<file path="src/rtl/rpn_pkg.sv">
// Shared definitions for the RPN operand stack: default sizes, ALU op codes
// and the execute sequencer state encoding.
package rpn_pkg;

    localparam int DEF_WIDTH = 8;
    localparam int DEF_DEPTH = 4;

    localparam logic [2:0] OP_ADD = 3'b000;
    localparam logic [2:0] OP_SUB = 3'b001;

    typedef enum logic [1:0] {
        ST_IDLE    = 2'b00,
        ST_ISSUE   = 2'b01,
        ST_CAPTURE = 2'b10
    } state_t;

endpackage

</file>
<file path="src/rtl/rpn_stack_regfile.sv">
// DEPTH x WIDTH stack storage: one write port, reads of the top and
// second-from-top entries indexed by the live entry count, and clear-all.
module rpn_stack_regfile
    import rpn_pkg::*;
#(
    parameter int WIDTH = DEF_WIDTH,
    parameter int DEPTH = DEF_DEPTH,
    parameter int AW    = $clog2(DEPTH),
    parameter int CW    = $clog2(DEPTH) + 1
) (
    input  logic             clk,
    input  logic             reset_n,
    input  logic             clear,
    input  logic             we,
    input  logic [AW-1:0]    waddr,
    input  logic [WIDTH-1:0] wdata,
    input  logic [CW-1:0]    count,
    output logic [WIDTH-1:0] rd_top,
    output logic [WIDTH-1:0] rd_next
);

    logic [WIDTH-1:0] mem_r [DEPTH];
    logic [AW-1:0]    idx_top_s;
    logic [AW-1:0]    idx_next_s;

    assign idx_top_s  = AW'(count - CW'(1));
    assign idx_next_s = AW'(count - CW'(2));

    // Storage update: reset and clear wipe every entry, otherwise one write.
    always_ff @(posedge clk) begin
        if (!reset_n || clear) begin
            for (int i = 0; i < DEPTH; i++) begin
                mem_r[i] <= '0;
            end
        end else if (we) begin
            mem_r[waddr] <= wdata;
        end
    end

    // Read ports return zero for positions below the bottom of the stack.
    always_comb begin
        rd_top  = '0;
        rd_next = '0;
        if (count > CW'(0)) begin
            rd_top = mem_r[idx_top_s];
        end else begin
            rd_top = '0;
        end
        if (count > CW'(1)) begin
            rd_next = mem_r[idx_next_s];
        end else begin
            rd_next = '0;
        end
    end

endmodule

</file>
<file path="src/rtl/rpn_operand_stack.sv">
// RPN operand stack with a three-state execute sequencer feeding an external
// combinational ALU and capturing its result and carry/borrow flag.
module rpn_operand_stack
    import rpn_pkg::*;
#(
    parameter int WIDTH = DEF_WIDTH,
    parameter int DEPTH = DEF_DEPTH
) (
    input  logic                       Clk,
    input  logic                       Reset_n,
    input  logic [WIDTH-1:0]           Data_in,
    input  logic                       Push,
    input  logic                       Exec,
    input  logic                       Clear,
    input  logic [2:0]                 Op_in,
    input  logic [WIDTH-1:0]           Alu_res,
    input  logic                       Flag_c,
    output logic [WIDTH-1:0]           Alu_a,
    output logic [WIDTH-1:0]           Alu_b,
    output logic [2:0]                 Sel,
    output logic [WIDTH-1:0]           Top,
    output logic [$clog2(DEPTH):0]     Count,
    output logic                       Busy,
    output logic                       Carry_flag,
    output logic                       Err_over,
    output logic                       Err_under
);

    localparam int AW = $clog2(DEPTH);
    localparam int CW = $clog2(DEPTH) + 1;

    state_t           state_r, state_nxt;
    logic [CW-1:0]    count_r, count_nxt;
    logic [WIDTH-1:0] alu_a_r, alu_a_nxt;
    logic [WIDTH-1:0] alu_b_r, alu_b_nxt;
    logic [2:0]       sel_r, sel_nxt;
    logic             carry_r, carry_nxt;
    logic             err_over_r, err_over_nxt;
    logic             err_under_r, err_under_nxt;

    logic             we_s;
    logic             clr_s;
    logic [AW-1:0]    waddr_s;
    logic [WIDTH-1:0] wdata_s;
    logic [WIDTH-1:0] rd_top_s;
    logic [WIDTH-1:0] rd_next_s;

    rpn_stack_regfile #(
        .WIDTH (WIDTH),
        .DEPTH (DEPTH),
        .AW    (AW),
        .CW    (CW)
    ) u_regfile (
        .clk     (Clk),
        .reset_n (Reset_n),
        .clear   (clr_s),
        .we      (we_s),
        .waddr   (waddr_s),
        .wdata   (wdata_s),
        .count   (count_r),
        .rd_top  (rd_top_s),
        .rd_next (rd_next_s)
    );

    // Sequencer next-state, stack write control and status updates.
    always_comb begin
        state_nxt     = state_r;
        count_nxt     = count_r;
        alu_a_nxt     = alu_a_r;
        alu_b_nxt     = alu_b_r;
        sel_nxt       = sel_r;
        carry_nxt     = carry_r;
        err_over_nxt  = err_over_r;
        err_under_nxt = err_under_r;
        we_s          = 1'b0;
        clr_s         = 1'b0;
        waddr_s       = '0;
        wdata_s       = '0;

        case (state_r)
            ST_IDLE: begin
                if (Clear) begin
                    clr_s         = 1'b1;
                    count_nxt     = '0;
                    err_over_nxt  = 1'b0;
                    err_under_nxt = 1'b0;
                end else if (Push) begin
                    if (count_r < CW'(DEPTH)) begin
                        we_s          = 1'b1;
                        waddr_s       = AW'(count_r);
                        wdata_s       = Data_in;
                        count_nxt     = count_r + CW'(1);
                        err_over_nxt  = 1'b0;
                        err_under_nxt = 1'b0;
                    end else begin
                        err_over_nxt = 1'b1;
                    end
                end else if (Exec) begin
                    if (count_r < CW'(2)) begin
                        err_under_nxt = 1'b1;
                    end else begin
                        alu_a_nxt = rd_next_s;
                        alu_b_nxt = rd_top_s;
                        sel_nxt   = Op_in;
                        state_nxt = ST_ISSUE;
                    end
                end else begin
                    state_nxt = ST_IDLE;
                end
            end
            ST_ISSUE: begin
                // Alu_a/Alu_b/Sel settle through the ALU during this cycle.
                if (Clear) begin
                    clr_s         = 1'b1;
                    count_nxt     = '0;
                    err_over_nxt  = 1'b0;
                    err_under_nxt = 1'b0;
                    state_nxt     = ST_IDLE;
                end else begin
                    state_nxt = ST_CAPTURE;
                end
            end
            ST_CAPTURE: begin
                if (Clear) begin
                    clr_s         = 1'b1;
                    count_nxt     = '0;
                    err_over_nxt  = 1'b0;
                    err_under_nxt = 1'b0;
                    state_nxt     = ST_IDLE;
                end else begin
                    // Result replaces the lower operand; the top slot is popped.
                    we_s          = 1'b1;
                    waddr_s       = AW'(count_r - CW'(2));
                    wdata_s       = Alu_res;
                    count_nxt     = count_r - CW'(1);
                    carry_nxt     = Flag_c;
                    err_over_nxt  = 1'b0;
                    err_under_nxt = 1'b0;
                    state_nxt     = ST_IDLE;
                end
            end
            default: begin
                state_nxt = ST_IDLE;
            end
        endcase
    end

    // Control and status registers with synchronous active-low reset.
    always_ff @(posedge Clk) begin
        if (!Reset_n) begin
            state_r     <= ST_IDLE;
            count_r     <= '0;
            alu_a_r     <= '0;
            alu_b_r     <= '0;
            sel_r       <= 3'b000;
            carry_r     <= 1'b0;
            err_over_r  <= 1'b0;
            err_under_r <= 1'b0;
        end else begin
            state_r     <= state_nxt;
            count_r     <= count_nxt;
            alu_a_r     <= alu_a_nxt;
            alu_b_r     <= alu_b_nxt;
            sel_r       <= sel_nxt;
            carry_r     <= carry_nxt;
            err_over_r  <= err_over_nxt;
            err_under_r <= err_under_nxt;
        end
    end

    assign Alu_a      = alu_a_r;
    assign Alu_b      = alu_b_r;
    assign Sel        = sel_r;
    assign Top        = rd_top_s;
    assign Count      = count_r;
    assign Busy       = (state_r != ST_IDLE);
    assign Carry_flag = carry_r;
    assign Err_over   = err_over_r;
    assign Err_under  = err_under_r;

endmodule
</file>
<file path="config.mk">
export PLATFORM = sky130hd
export DESIGN_NAME = rpn_operand_stack
export DESIGN_NICKNAME = d
export VERILOG_FILES = /design/src/rtl/rpn_pkg.sv /design/src/rtl/rpn_stack_regfile.sv /design/src/rtl/rpn_operand_stack.sv
export SDC_FILE = /design/constraint.sdc
export NUM_CORES = 1
export LEC_CHECK = 0
export CAP_MARGIN = 25
export CELL_PAD_IN_SITES_DETAIL_PLACEMENT = 0
export CELL_PAD_IN_SITES_GLOBAL_PLACEMENT = 1
export CORE_MARGIN = 2
export CORE_UTILIZATION = 40
export DETAILED_ROUTE_END_ITERATION = 6
export PLACE_DENSITY = 0.84
export SETUP_SLACK_MARGIN = 0.3
export SLEW_MARGIN = 25
export SYNTH_ARGS = -nofsm -noshare
export SYNTH_HDL_FRONTEND = slang
export SYNTH_SLANG_ARGS = --single-unit
</file>
<file path="constraint.sdc">
create_clock -name Clk -period 2.58 [get_ports Clk]
set_clock_uncertainty 0.1 [all_clocks]
set_input_delay 0.258 -clock Clk [delete_from_list [all_inputs] [get_ports Clk]]
set_output_delay 0.258 -clock Clk [all_outputs]
set_load 0.01 [all_outputs]
</file>
==> results.md, run 1 <==
* Total length of routed wires at between 7000 and 8000 microns
* Leakage power at 1.53 nW
* Die width at approximately 92 microns
* Ys flop type: edfxtp_1
* Largest net degree at the start of global routing at 29
* Warnings, synthesis at 0
* Post-route cell area at 4160 sq um
* Boundary Pins at between 50 and 60
* Placer Congestion at 0.793
* Global-route wire length before repair at about 12000 microns
* P per Cell Area at 505 nW/um^2
* Core ar. at approximately 7400 sq um
* Crit path DAT at ~1.9 ns
* Total Nets Final at a little under 400
* Clk buf depth at 2
* Critical path launch point type: flop
* Tcrit/Tclk final at between 80% and 90%
* Die area at 8420 sq um
* Layout area overhead at 35.0%
* Ant diodes at 0
* Vias in the first global route at roughly 2400
* Worst Setup End Kind: primary output
* Setup TNS Final at 0 ns
* Post-detail-place hpwl at approximately 5200 microns
* Initial antenna violation count at 0
* Routed Antenna Nets at 0
* Mapped Nets at 318
* Number of synthesized register bits at 59
* Total grt overflow at 0
* Fill cells at 642
* Worst skew pair latency at between 0.3 and 0.4 ns
* Via-to-Cell Ratio at around 5.2
* Drc violations at 0
* Post-place setup slack at 0.322 ns
* CTS HTree Levels at 3
* Total CTS buffers at 9
* Clk sink count at 59
* CP Max Fanout at 5
* Relative slew margins at about 66%
* EDFF count, synth at 32
* Final slew viol count at 0
* RSZ-0062 raised after global routing: yes
* Via count at 2439
* CTS Root Cell: clkbuf_8
* Final setup violation count at 0
* Drt first pass iters at 5
* Layout cell share with drive strength beyond 1 at roughly a fifth
* Final hold violations at 0
* Worst-margin pin slew at ~0.51 ns
* Routed WL per cell at between 15 and 20 microns
* Critical path class: reg2out
* Drt initial violations at approximately 150
* Placed inst area at 3840 sq um
* Post-layout util at between 50% and 60%
* Fmax at 450 MHz
* Die height at between 90 and 100 microns
* Crit path time final at 2.22 ns
* Synthesized instance count at between 200 and 300
* Avg Cell Area, Syn at between 10 and 15 sq um
* Worst Hold Class: reg2reg
* GR Util All Layers at 17.8%
* Row count at 31
* Post-synthesis sequential area ratio at 48.8%
* Outcome: finished, final reports clean
* Post-synthesis instance area at 3080 sq um
* Starting density of the core at 41.8%
* CTS clk-pin slew, worst paths at 0.06 ns
* CTS tree: built
* IO buf count at 58
* Max Cap Violations at 0
* Post-synth cell types at 41
* Peak VDD IR at ~0.00022 V
* Final worst setup slack at 0.357 ns
* WP data required at approximately 2.2 ns
* Asr flop ratio synth at 0%
kinds of logic (layout without fill, tap and decap cells):
family                     Yosys count  count (layout)  synth area share (%)
AOI/OAI and AO/OA                   70              70                  15.9
buffers and inverters               36             118                  5.04
muxes                               32              32                  13.7
adders and majority gates            7               7                  2.84
and+or+nand+nor                     82              82                  13.7
DFF                                 59              59                  48.8
synthesized netlist by cell type (all sizes together), types with 6 or more instances:
cell	instances	area share, %
nor2	38	5.3
edfxtp	32	31
dfxtp	27	18
mux2i	23	7.5
inv	17	2.1
a22oi	16	3.9
o21ai	14	2.3
nand2	13	1.6
a21oi	10	1.6
buf	10	1.9
clkbuf	9	1.1
o2bb2ai	9	2.6
mux4	8	5.9
o22a	8	2.3
ha	7	2.8
nor2b	7	1.4
nand3	6	0.98
report_power, final:
group / switching [mW] / internal [mW]
Sequential: 0.0188 / 1.02
Clock: 0.371 / 0.440
Combinational: 0.115 / 0.137
Total: 0.506 / 1.59
flip-flops by register name, summed over array words and instances (netlist names):
name	flops
Alu_b	8
Count	3
Sel	3
state_r	2
Err_over	1
Err_under	1
Carry_flag	1
u_regfile.mem_r	32
Alu_a	8
final cells by class:
type,count,area (sq um),area share [%]
Sequential cell,59,1500,36.2
Inverter,17,63.8,1.53
Tap cell,99,124,2.98
Clock buffer,9,124,2.98
Timing Repair Buffer,85,803,19.3
Multi-Input combinational cell,191,1470,35.4
Clock inverter,7,68.8,1.66
critical path, stage by stage, from the launching register on:
cell	delay [ns]
dfxtp_2	0.33
inv_2	0.07
ha_4	0.33
clkbuf_16	0.15
mux2i_1	0.19
o22a_1	0.19
inv_1	0.04
clkdlybuf4s15_1	0.22
layer usage:
metal / wire, microns / share of wire [%] / vias up / track usage [%]
li1: - / - / 1214 / -
met5: 0 / 0 / - / 0
met2: 3260 / 46 / 84 / 27.8
met3: 420 / 5.9 / 10 / 4.27
met1: 3340 / 47 / 1131 / 23.9
met4: 123 / 1.7 / 0 / 7.21
layout by cell type, fill, tap and decap left out, drive strengths merged, types with 3 or more instances in the layout:
cell type	instances
ha	7
a22oi	16
o31ai	5
clkbuf	16
buf	26
inv	17
o22a	8
nor2	38
nand2b	3
dfxtp	27
clkinvlp	3
o2bb2ai	9
nand2	13
a21oi	10
nor3	4
edfxtp	32
clkinv	3
nand3	6
mux4	8
mux2i	23
clkdlybuf4s50	50
o21ai	14
nor2b	7
worst paths after layout:
kind | startpoint | end | slack [ns] | depth (start not counted)
worst max-delay path | Count[0]$_SDFFE_PN0P_ | Top[1] | 0.36 | 7
worst min-delay path | Alu_a[7]$_SDFFE_PN0P_ | Alu_a[7]$_SDFFE_PN0P_ | 0.37 | 2
worst max register to register | state_r[0]$_SDFFE_PN0P_ | u_regfile.mem_r[1][7]$_SDFFCE_PN0P_ | 0.39 | 7
worst min register to register | Alu_a[7]$_SDFFE_PN0P_ | Alu_a[7]$_SDFFE_PN0P_ | 0.37 | 2
through the flow:
step / hold slack (ns) / power [mW] / std cells
final: 0.371 / 2.10 / 467
after CTS: 0.372 / 2.10 / 459
after floorplan: 0.259 / 1.18 / 286
after global placement: 0.353 / 1.27 / 442
after global routing: 0.395 / 2.19 / 467
after detailed placement: 0.363 / 1.28 / 442
timing repair:
item,in CTS,in global routing
cloned,1,1
setup endpoints to repair,9,33
hold buffers,0,0
gates resized for setup,17,20
buffers inserted,0,7
pin swaps,3,2
Note: power is estimated with default switching activity, not from simulation.
==> run 2, diff against run 1 <==
--- a/config.mk
+++ b/config.mk
@@ -8,6 +8,7 @@
 export CAP_MARGIN = 25
 export CELL_PAD_IN_SITES_DETAIL_PLACEMENT = 0
 export CELL_PAD_IN_SITES_GLOBAL_PLACEMENT = 1
+export CORE_ASPECT_RATIO = 1.1
 export CORE_MARGIN = 2
 export CORE_UTILIZATION = 40
 export DETAILED_ROUTE_END_ITERATION = 6
==> run 2 against run 1 <==
  * Critical path depth grew 1
  * Core utilization shrank 0.098 points
  * Design area grew 1.2%
  * Largest cell class unchanged
  * First-iteration DRC count shrank 38%
==> results.md, run 2 (synthesized netlist as in run 1, its figures left out) <==
* Outcome: finished, final reports clean (unchanged)
* Via count at 2419 (was 2439)
* Layout area overhead at 36.7% (was 35.0%)
* Tot Pwr at 2.28 mW (was 2.10 mW)
* CTS Root Cell: clkbuf_8 (unchanged)
* Die width at 87.7 microns (was 91.7 microns)
* Final setup violation count at 0 (unchanged)
* Leakage power at 1.58 nW (was 1.53 nW)
* Non-Filler Instances at 474 (was 467)
* Tcrit/Tclk final at 86.9% (was 86.1%)
* Initial antenna violation count at 0 (unchanged)
* Via-to-Cell Ratio at 5.10 (was 5.22)
* Layout cell share with drive strength beyond 1 at 19.2% (was 21.2%)
* CTS clk-pin slew, worst paths at 0.06 ns (about the same)
* Clk sink count at 59 (unchanged)
* Placed inst area at 3860 sq um (was 3840 sq um)
* Drc violations at 0 (unchanged)
* Die height at 96.0 microns (was 91.7 microns)
* Post-detail-place hpwl at 5100 microns (was 5160 microns)
* Starting density of the core at 41.2% (was 41.8%)
* Crit path DAT at 1.88 ns (was 1.86 ns)
* Largest register FFs at 32 (unchanged)
* Placer Congestion at 0.885 (was 0.793)
* Worst Hold Class: reg2reg (unchanged)
* CP max stage cell: dfxtp_2 (unchanged)
* Post-place setup slack at 0.299 ns (was 0.322 ns)
* Final worst setup slack at 0.337 ns (was 0.357 ns)
* IO buf count at 58 (unchanged)
* Die area at 8420 sq um (about the same)
* Worst hold start: Alu_a[6]$_SDFFE_PN0P_ (was Alu_a[7]$_SDFFE_PN0P_)
* Fmax at 446 MHz (was 450 MHz)
* Final slew viol count at 0 (unchanged)
* Critical path launch point type: flop (unchanged)
* Largest net degree at the start of global routing at 29 (unchanged)
* Worst skew pair latency at 0.34 ns (about the same)
* Drt initial violations at 94 (was 152)
* WP data required at 2.22 ns (about the same)
* Row count at 33 (was 31)
* Vias in the first global route at 2320 (was 2419)
* Multi-input logic area at 1460 sq um (was 1470 sq um)
* Drt first pass iters at 4 (was 5)
* Hold_buf cts at 0 (unchanged)
* Post-route cell area at 4210 sq um (was 4160 sq um)
* Clk buf depth at 2 (unchanged)
* Min Hold Slack at 0.361 ns (was 0.371 ns)
* Post-layout util at 56.3% (was 56.4%)
* GR Util All Layers at 18.0% (was 17.8%)
* Total Nets Final at 396 (was 395)
* Relative slew margins at 67.5% (was 65.6%)
* CTS HTree Levels at 3 (unchanged)
* CTS tree: built (unchanged)
* P per Cell Area at 542 nW/um^2 (was 505 nW/um^2)
* Setup TNS Final at 0 ns (unchanged)
* Total CTS buffers at 9 (unchanged)
* Worst-margin pin slew at 0.487 ns (was 0.514 ns)
* Top reg by flops: u_regfile.mem_r (unchanged)
* CP Max Fanout at 8 (was 5)
* Storage cell area at 1500 sq um (unchanged)
* Slowest stage delay, CP at 0.34 ns (was 0.33 ns)
* Worst Path Buf+Inv at 5 (was 4)
* Worst r2r src: state_r[0]$_SDFFE_PN0P_ (unchanged)
* Critical path class: reg2out (unchanged)
* Worst Setup End Kind: primary output (unchanged)
* Total length of routed wires at 6960 microns (was 7140 microns)
* Reg2reg end: u_regfile.mem_r[2][7]$_SDFFCE_PN0P_ (was u_regfile.mem_r[1][7]$_SDFFCE_PN0P_)
* Hold worst-path end: Alu_a[6]$_SDFFE_PN0P_ (was Alu_a[7]$_SDFFE_PN0P_)
* Max Cap Violations at 0 (unchanged)
* Crit path time final at 2.24 ns (was 2.22 ns)
* Worst path cell trace: inv_2 -> ha_4 -> buf_12 -> buf_4 -> mux2i_1 -> o22a_1 -> inv_1 -> dlymetal6s2s_1 (was inv_2 -> ha_4 -> clkbuf_16 -> mux2i_1 -> o22a_1 -> inv_1 -> clkdlybuf4s15_1)
* Boundary Pins at 59 (unchanged)
* WHS Path Cells at 2 (unchanged)
* Fill cells at 628 (was 642)
* Family with the most delay on the worst path: buffers and inverters (unchanged)
* R2R cell count at 6 (was 7)
* Dpl cells at 450 (was 442)
* Total grt overflow at 0 (unchanged)
* Global-route wire length before repair at 11500 microns (was 11800 microns)
* Ant diodes at 0 (unchanged)
* Peak VDD IR at 0.000248 V (was 0.000218 V)
* Routed WL per cell at 14.7 microns (was 15.3 microns)
* Final hold violations at 0 (unchanged)
* Core ar. at 7470 sq um (was 7370 sq um)
* Commonest non-fill, non-tap cells in the layout: clkdlybuf4s50_1 (50), edfxtp_1 (32), nor2_1 (30) (unchanged)
* Routed Antenna Nets at 0 (unchanged)
* R2R Setup Slk at 0.47 ns (was 0.39 ns)
* RSZ-0062 raised after global routing: yes (unchanged)
* Commonest non-fill, non-tap cell in the layout: clkdlybuf4s50_1 (unchanged)
[run 2: power by group]
group | switching, mW | internal [mW] | total (mW)
logic | 0.115 | 0.132 | 0.247
clock network | 0.367 | 0.630 | 0.997
registers | 0.0177 | 1.02 | 1.04
[run 2: layer usage]
metal,track usage [%],vias up,routed length [microns]
met5,0,-,0
met4,7.44,0,125
met3,3.95,8,210
met2,27.5,69,3170
met1,24.7,1127,3450
li1,-,1215,-
[run 2: repair_timing]
item / in CTS / in global routing
hold endpoints to repair: 0 / 0
endpoints found under the setup margin: 8 / 9
gates cloned: 1 / 0
gates resized for setup: 15 / 10
setup buffers: 4 / 3
pin swaps: 2 / 3
[run 2: area by class of cell]
type	count	share of cell area, %
clock inverter	7	2.53
timing repair buffer	86	19.4
tap	105	3.12
inverter	17	1.52
clock buffer	9	2.94
multi-input combinational	191	34.8
sequential	59	35.7
[run 2: how the worst max path moves through the flow]
stage	startpoint	to	slack (ns)	cells past startpoint
2_1_floorplan	Count[0]$_SDFFE_PN0P_	Top[0]	0.31	9
3_3_place_gp	Count[0]$_SDFFE_PN0P_	Top[6]	0.34	7
3_5_place_dp	Count[0]$_SDFFE_PN0P_	Top[6]	0.30	7
4_1_cts	Count[1]$_SDFFE_PN0P_	Top[4]	0.17	7
5_1_grt	Count[1]$_SDFFE_PN0P_	Top[7]	0.26	7
6_report	Count[1]$_SDFFE_PN0P_	Top[4]	0.34	8
[run 2: worst min-delay path, cell delays in order (launching register included)]
cell and delay (ns):
dfxtp_1 0.31, nand2_1 0.05, o2bb2ai_1 0.06
